[src/rtl/alu_pkg.sv]
// Shared ALU opcodes, funct3 codes and widths.
// Used by alu, alu_decode and alu_issue_stage.
package alu_pkg;

  localparam int ALU_CTRL_W = 4;

  localparam logic [ALU_CTRL_W-1:0] ALU_ADD  = 4'b0000;
  localparam logic [ALU_CTRL_W-1:0] ALU_SUB  = 4'b0001;
  localparam logic [ALU_CTRL_W-1:0] ALU_AND  = 4'b0010;
  localparam logic [ALU_CTRL_W-1:0] ALU_OR   = 4'b0011;
  localparam logic [ALU_CTRL_W-1:0] ALU_XOR  = 4'b0100;
  localparam logic [ALU_CTRL_W-1:0] ALU_SLL  = 4'b0101;
  localparam logic [ALU_CTRL_W-1:0] ALU_SRL  = 4'b0110;
  localparam logic [ALU_CTRL_W-1:0] ALU_SRA  = 4'b0111;
  localparam logic [ALU_CTRL_W-1:0] ALU_SLT  = 4'b1000;
  localparam logic [ALU_CTRL_W-1:0] ALU_SLTU = 4'b1001;

  localparam logic [2:0] F3_ADD  = 3'b000;
  localparam logic [2:0] F3_SLL  = 3'b001;
  localparam logic [2:0] F3_SLT  = 3'b010;
  localparam logic [2:0] F3_SLTU = 3'b011;
  localparam logic [2:0] F3_XOR  = 3'b100;
  localparam logic [2:0] F3_SR   = 3'b101;
  localparam logic [2:0] F3_OR   = 3'b110;
  localparam logic [2:0] F3_AND  = 3'b111;

  // Shift-amount immediates only use imm[4:0].
  function automatic logic is_shift_f3(
    input logic [2:0] f3
  );
    return (f3 == F3_SLL) || (f3 == F3_SR);
  endfunction

endpackage

[src/rtl/alu_decode.sv]
// funct3/funct7_5/is_op_imm -> alu_control map.
// Ports: funct3, funct7_5, is_op_imm in; alu_control out.
module alu_decode
  import alu_pkg::*;
(
  input  logic [2:0]            funct3,
  input  logic                  funct7_5,
  input  logic                  is_op_imm,
  output logic [ALU_CTRL_W-1:0] alu_control
);

  always_comb begin
    alu_control = ALU_ADD;
    unique case (funct3)
      F3_ADD: begin
        // bit 30 of ADDI is imm, never SUB
        if (!is_op_imm && funct7_5)
          alu_control = ALU_SUB;
        else
          alu_control = ALU_ADD;
      end
      F3_SLL:  alu_control = ALU_SLL;
      F3_SLT:  alu_control = ALU_SLT;
      F3_SLTU: alu_control = ALU_SLTU;
      F3_XOR:  alu_control = ALU_XOR;
      F3_SR: begin
        // SRAI keeps bit 30 in its encoding too
        if (funct7_5)
          alu_control = ALU_SRA;
        else
          alu_control = ALU_SRL;
      end
      F3_OR:   alu_control = ALU_OR;
      F3_AND:  alu_control = ALU_AND;
    endcase
  end

endmodule

[src/rtl/alu_issue_stage.sv]
// ID/EX stage: forwarding, decode, operand register for alu.
// Ports: in_* handshake + decoded fields, fwd_* bypass, out_* to alu.
module alu_issue_stage
  import alu_pkg::*;
#(
  parameter int XLEN = 32
) (
  input  logic                  clk,
  input  logic                  rst,
  input  logic                  in_valid,
  output logic                  in_ready,
  input  logic                  is_op_imm,
  input  logic [2:0]            funct3,
  input  logic                  funct7_5,
  input  logic [4:0]            rs1_addr,
  input  logic [4:0]            rs2_addr,
  input  logic [XLEN-1:0]       rs1_val,
  input  logic [XLEN-1:0]       rs2_val,
  input  logic [XLEN-1:0]       imm,
  input  logic [4:0]            rd_addr,
  input  logic                  fwd_mem_en,
  input  logic [4:0]            fwd_mem_rd,
  input  logic [XLEN-1:0]       fwd_mem_data,
  input  logic                  fwd_wb_en,
  input  logic [4:0]            fwd_wb_rd,
  input  logic [XLEN-1:0]       fwd_wb_data,
  input  logic                  flush,
  output logic                  out_valid,
  input  logic                  out_ready,
  output logic [XLEN-1:0]       out_a,
  output logic [XLEN-1:0]       out_b,
  output logic [ALU_CTRL_W-1:0] out_alu_control,
  output logic [4:0]            out_rd
);

  logic                  accept;
  logic [ALU_CTRL_W-1:0] dec_ctrl;
  logic [XLEN-1:0]       a_fwd;
  logic [XLEN-1:0]       b_fwd;
  logic [XLEN-1:0]       b_sel;
  logic                  a_mem_hit;
  logic                  a_wb_hit;
  logic                  b_mem_hit;
  logic                  b_wb_hit;

  alu_decode u_dec (
    .funct3      (funct3),
    .funct7_5    (funct7_5),
    .is_op_imm   (is_op_imm),
    .alu_control (dec_ctrl)
  );

  assign in_ready = !flush && (!out_valid || out_ready);
  assign accept   = in_valid && in_ready;

  // x0 is hardwired, so never bypass it
  assign a_mem_hit = fwd_mem_en && (rs1_addr != 5'd0)
                  && (fwd_mem_rd == rs1_addr);
  assign a_wb_hit  = fwd_wb_en && (rs1_addr != 5'd0)
                  && (fwd_wb_rd == rs1_addr);
  assign b_mem_hit = fwd_mem_en && (rs2_addr != 5'd0)
                  && (fwd_mem_rd == rs2_addr);
  assign b_wb_hit  = fwd_wb_en && (rs2_addr != 5'd0)
                  && (fwd_wb_rd == rs2_addr);

  // MEM is younger than WB, so it wins
  always_comb begin
    a_fwd = rs1_val;
    unique case (1'b1)
      a_mem_hit:             a_fwd = fwd_mem_data;
      !a_mem_hit && a_wb_hit: a_fwd = fwd_wb_data;
      default:               a_fwd = rs1_val;
    endcase
  end

  always_comb begin
    b_fwd = rs2_val;
    unique case (1'b1)
      b_mem_hit:             b_fwd = fwd_mem_data;
      !b_mem_hit && b_wb_hit: b_fwd = fwd_wb_data;
      default:               b_fwd = rs2_val;
    endcase
  end

  always_comb begin
    b_sel = imm;
    if (!is_op_imm)
      b_sel = b_fwd;
    else if (is_shift_f3(funct3))
      b_sel = {{(XLEN-5){1'b0}}, imm[4:0]};
    else
      b_sel = imm;
  end

  // Data regs only move on accept; flush just drops valid.
  always_ff @(posedge clk) begin
    if (rst) begin
      out_valid       <= 1'b0;
      out_a           <= '0;
      out_b           <= '0;
      out_alu_control <= ALU_ADD;
      out_rd          <= 5'd0;
    end else if (flush) begin
      out_valid       <= 1'b0;
    end else if (accept) begin
      out_valid       <= 1'b1;
      out_a           <= a_fwd;
      out_b           <= b_sel;
      out_alu_control <= dec_ctrl;
      out_rd          <= rd_addr;
    end else if (out_ready) begin
      out_valid       <= 1'b0;
    end
  end

endmodule
[config.mk]
export PLATFORM = sky130hd
export DESIGN_NAME = alu_issue_stage
export DESIGN_NICKNAME = d
export VERILOG_FILES = /design/src/rtl/alu_pkg.sv /design/src/rtl/alu_decode.sv /design/src/rtl/alu_issue_stage.sv
export SDC_FILE = /design/constraint.sdc
export NUM_CORES = 1
export LEC_CHECK = 0
export ABC_AREA = 1
export CAP_MARGIN = 20
export CORE_ASPECT_RATIO = 0.5
export CORE_UTILIZATION = 44
export CTS_CLUSTER_SIZE = 14
export DETAILED_ROUTE_END_ITERATION = 7
export GPL_TIMING_DRIVEN = 0
export PLACE_DENSITY = 0.95
export SETUP_SLACK_MARGIN = 0.15
export SLEW_MARGIN = 20
export SYNTH_ARGS = -nofsm -noshare
export SYNTH_HDL_FRONTEND = slang
export SYNTH_SLANG_ARGS = --single-unit
[constraint.sdc]
create_clock -name clk -period 4.4 [get_ports clk]
set_clock_uncertainty 0.2 [all_clocks]
set_input_delay 0.88 -clock clk [delete_from_list [all_inputs] [get_ports clk]]
set_output_delay 0.88 -clock clk [all_outputs]
set_load 0.005 [all_outputs]
==> impl_metrics.json <==
{
  "ant_nets": 0,
  "cts-root-to-sink-buffers": 2,
  "setup_tns_after_final_layout_ns": 0,
  "n_fill_cell": 866,
  "rsz_0062_raised_after_global_routing": "false",
  "finish.utilization_pct": 74.9,
  "timing.final.crit_period_ns": 3.14,
  "numPlacedInstances": 1242,
  "final-seq-area_sq_mm": 0.00148,
  "floorplan.initialDensity_pct": 46.5,
  "antenna_violations_before_repair": 0,
  "gp_congestion": 0.943,
  "slowest_cp_cell": "sky130_fd_sc_hd__clkdlybuf4s50_1",
  "drc": 0,
  "clock_sinks": 74,
  "clkLatencyLatePin_ns": 0.34,
  "setup_violations": 0,
  "global_route_wire_length_before_repair_um": 34400,
  "port_buffers": 270,
  "timing.final.ws_setup_ns": 1.26,
  "fin_total_pwr_mw": 2.14,
  "critPathBufInv": 3,
  "worst-path-max-fanout": 2,
  "place_ws_ns": 1.26,
  "die_x_um": 157,
  "max-slew-margin-rel_pct": 56.1,
  "dieArea_sq_mm": 0.0125,
  "cp-end-kind": "output port",
  "clock.fmax_ghz": 0.318,
  "clock_tree.root_cell": "sky130_fd_sc_hd__clkbuf_16",
  "grt_pass1_vias": 6833,
  "seq_area_frac_synth_pct": 28.0,
  "drt-total-wl_um": 23000,
  "largest_net_degree_at_the_start_of_global_routing": 13,
  "reg2reg_depth": 8,
  "required_ns": 3.32,
  "route.detailed.wl_per_inst_um": 18.3,
  "clock_transition_at_the_registers_of_the_reported_paths_ns": 0.06,
  "cts_buffers": 9,
  "synth_nets": 1010,
  "kind_of_path_behind_the_tightest_hold_check": "flop to flop",
  "design.core.area_sq_mm": 0.0114,
  "mostFrequentLayoutCells": "sky130_fd_sc_hd__clkdlybuf4s50_1, sky130_fd_sc_hd__nand2_1, sky130_fd_sc_hd__nand3_1",
  "layout-drive-gt1-share_pct": 12.3,
  "grt_usage_pct": 36.0,
  "layout_worst_path_cycle_share_pct": 71.5,
  "grt_busiest_layer": "met2",
  "power.density_cell_area_mw_per_mm2": 251,
  "area_delta_synth_final_pct": 61.0,
  "result_of_the_run": "finished, final reports clean",
  "synthDominantAreaCellType": "sky130_fd_sc_hd__dfxtp_1",
  "ctsHoldBuffers": 0,
  "vias": 7263,
  "irDropWorstVdd_v": 0.000161,
  "initialDrtViolationCount": 948,
  "footprint_of_the_multi_input_gates_sq_mm": 0.00323,
  "most_common_cell_after_layout_fill_and_taps_aside": "sky130_fd_sc_hd__clkdlybuf4s50_1",
  "grtUsageMet2_pct": 60.3,
  "max_cap_violations": 0,
  "floorplan.die.height_um": 79.5,
  "netlist_top_cells_area": "sky130_fd_sc_hd__dfxtp_1, sky130_fd_sc_hd__nand2_1, sky130_fd_sc_hd__nand3_1, sky130_fd_sc_hd__nand3_2, sky130_fd_sc_hd__nor2_1",
  "detail_route.vias_per_cell": 5.77,
  "p_leak_nw": 3.52,
  "drv_slew": 0,
  "final-instance-count-excl-fill": 1258,
  "path_depth": 4,
  "critical_path_source_type": "input pin",
  "final-hold-violation-count": 0,
  "synth_seq_cells": 74,
  "detailedRoute.firstPassIterationCount": 7,
  "num_antenna_cells": 0,
  "worstPathCellList": "clkdlybuf4s50_1, inv_1, a21oi_1, clkdlybuf4s50_1",
  "crit_path_frequent_cell": "sky130_fd_sc_hd__clkdlybuf4s50_1",
  "synth_cells": 813,
  "cp_data_arrival_time_ns": 2.06,
  "dpl.hpwl_um": 17600,
  "path_class": "input pin to output port",
  "postCtsSetupRepairBufs": 0,
  "overflow": 0,
  "io_pins": 272,
  "post-synth-top-area-fraction_pct": 28.0,
  "worst-slew-pin-transition_ns": 0.659,
  "met1_usage_pct": 41.4,
  "met3_track_usage_gr_pct": 9.99,
  "clock_tree.htree_level_count": 3,
  "yosys_warnings": 0,
  "synthDistinctLibCells": 33,
  "cp_slowest_stage_delay_ns": 0.52,
  "number_of_nets_in_the_layout": 1291,
  "cts_tree": "done",
  "min_delay_path_depth": 2,
  "syn-mean-instance-area_sq_um": 6.50,
  "cts.repair.resized": 0,
  "rows": 27,
  "crit_family": "buffers and inverters",
  "cell_area_synth_sq_mm": 0.00528
}
## path summary, 6_finish.rpt
kind         startpoint   endpoint  slack, ns
max           out_ready   in_ready       1.26
min           out_rd[0]  out_rd[0]       0.27
max reg2reg   out_valid   out_a[8]       2.26
min reg2reg   out_rd[0]  out_rd[0]       0.27
## state kept, by name (all words and copies together), names as in the netlist
signal	flops
out_b	32
out_alu_control	4
out_a	32
out_rd	5
out_valid	1
## cells in the mapped netlist (all sizes together)
| cell | number |
|---|---|
| nand3 | 169 |
| xor2 | 3 |
| o211a | 2 |
| inv | 34 |
| dfxtp | 74 |
| a21oi | 46 |
| nor3 | 1 |
| nand4 | 2 |
| xnor2 | 2 |
| nand2 | 229 |
| nor2 | 90 |
| a31oi | 28 |
| o21ai | 62 |
| o22ai | 2 |
| clkbuf | 22 |
| o211ai | 2 |
| clkinv | 3 |
| buf | 41 |
| a211oi | 1 |
## layer usage
metal	vias to the layer above	part of all wire, %	wire (um)
li1	3273	-	-
met1	3319	37	8530
met2	526	45	10400
met3	145	11	2520
met4	0	6.5	1490
met5	-	0	0
## per-stage QoR
stage / cell area [sq um] / hold slack (ns)
floorplan: 5280 / 0.256
global placement: 8180 / 0.251
detailed placement: 8180 / 0.261
CTS: 8500 / 0.271
global route: 8500 / 0.292
finish: 8500 / 0.270
## cell type report
cell class	count	share of cell area, %
inverters	37	1.65
repair buffers	270	31.8
plain buffers	63	5.08
flip-flops and latches	74	17.4
clock buffers	11	2.85
well taps	159	2.34
multi-input cells	639	38.0
clock inverters	5	0.912
## kinds of logic (layout without fill, tap and decap cells)
logic type	after synthesis	count (layout)	share of synthesized area (%)
flip-flops	74	74	28.0
AND/OR/NAND/NOR	491	491	43.3
XOR/XNOR	5	5	0.829
buffers and inverters	100	386	10.8
AO/OA/AOI/OAI	143	143	17.0
## worst register-to-register path: cells and delay by family (launching register included)
kind | cells | cell delay [ns]
buffers and inverters | 3 | 0.81
and+or+nand+nor | 4 | 0.51
DFF | 1 | 0.32
AOI/OAI and AO/OA | 1 | 0.18
## report_power, final
group	total, mW	internal [mW]	leakage [nW]	switching [mW]
registers	0.738	0.715	0.609	0.0231
logic	0.586	0.321	2.75	0.265
clock network	0.812	0.511	0.156	0.301
total	2.14	1.55	3.52	0.589
Power figures use the tool's default switching activity.
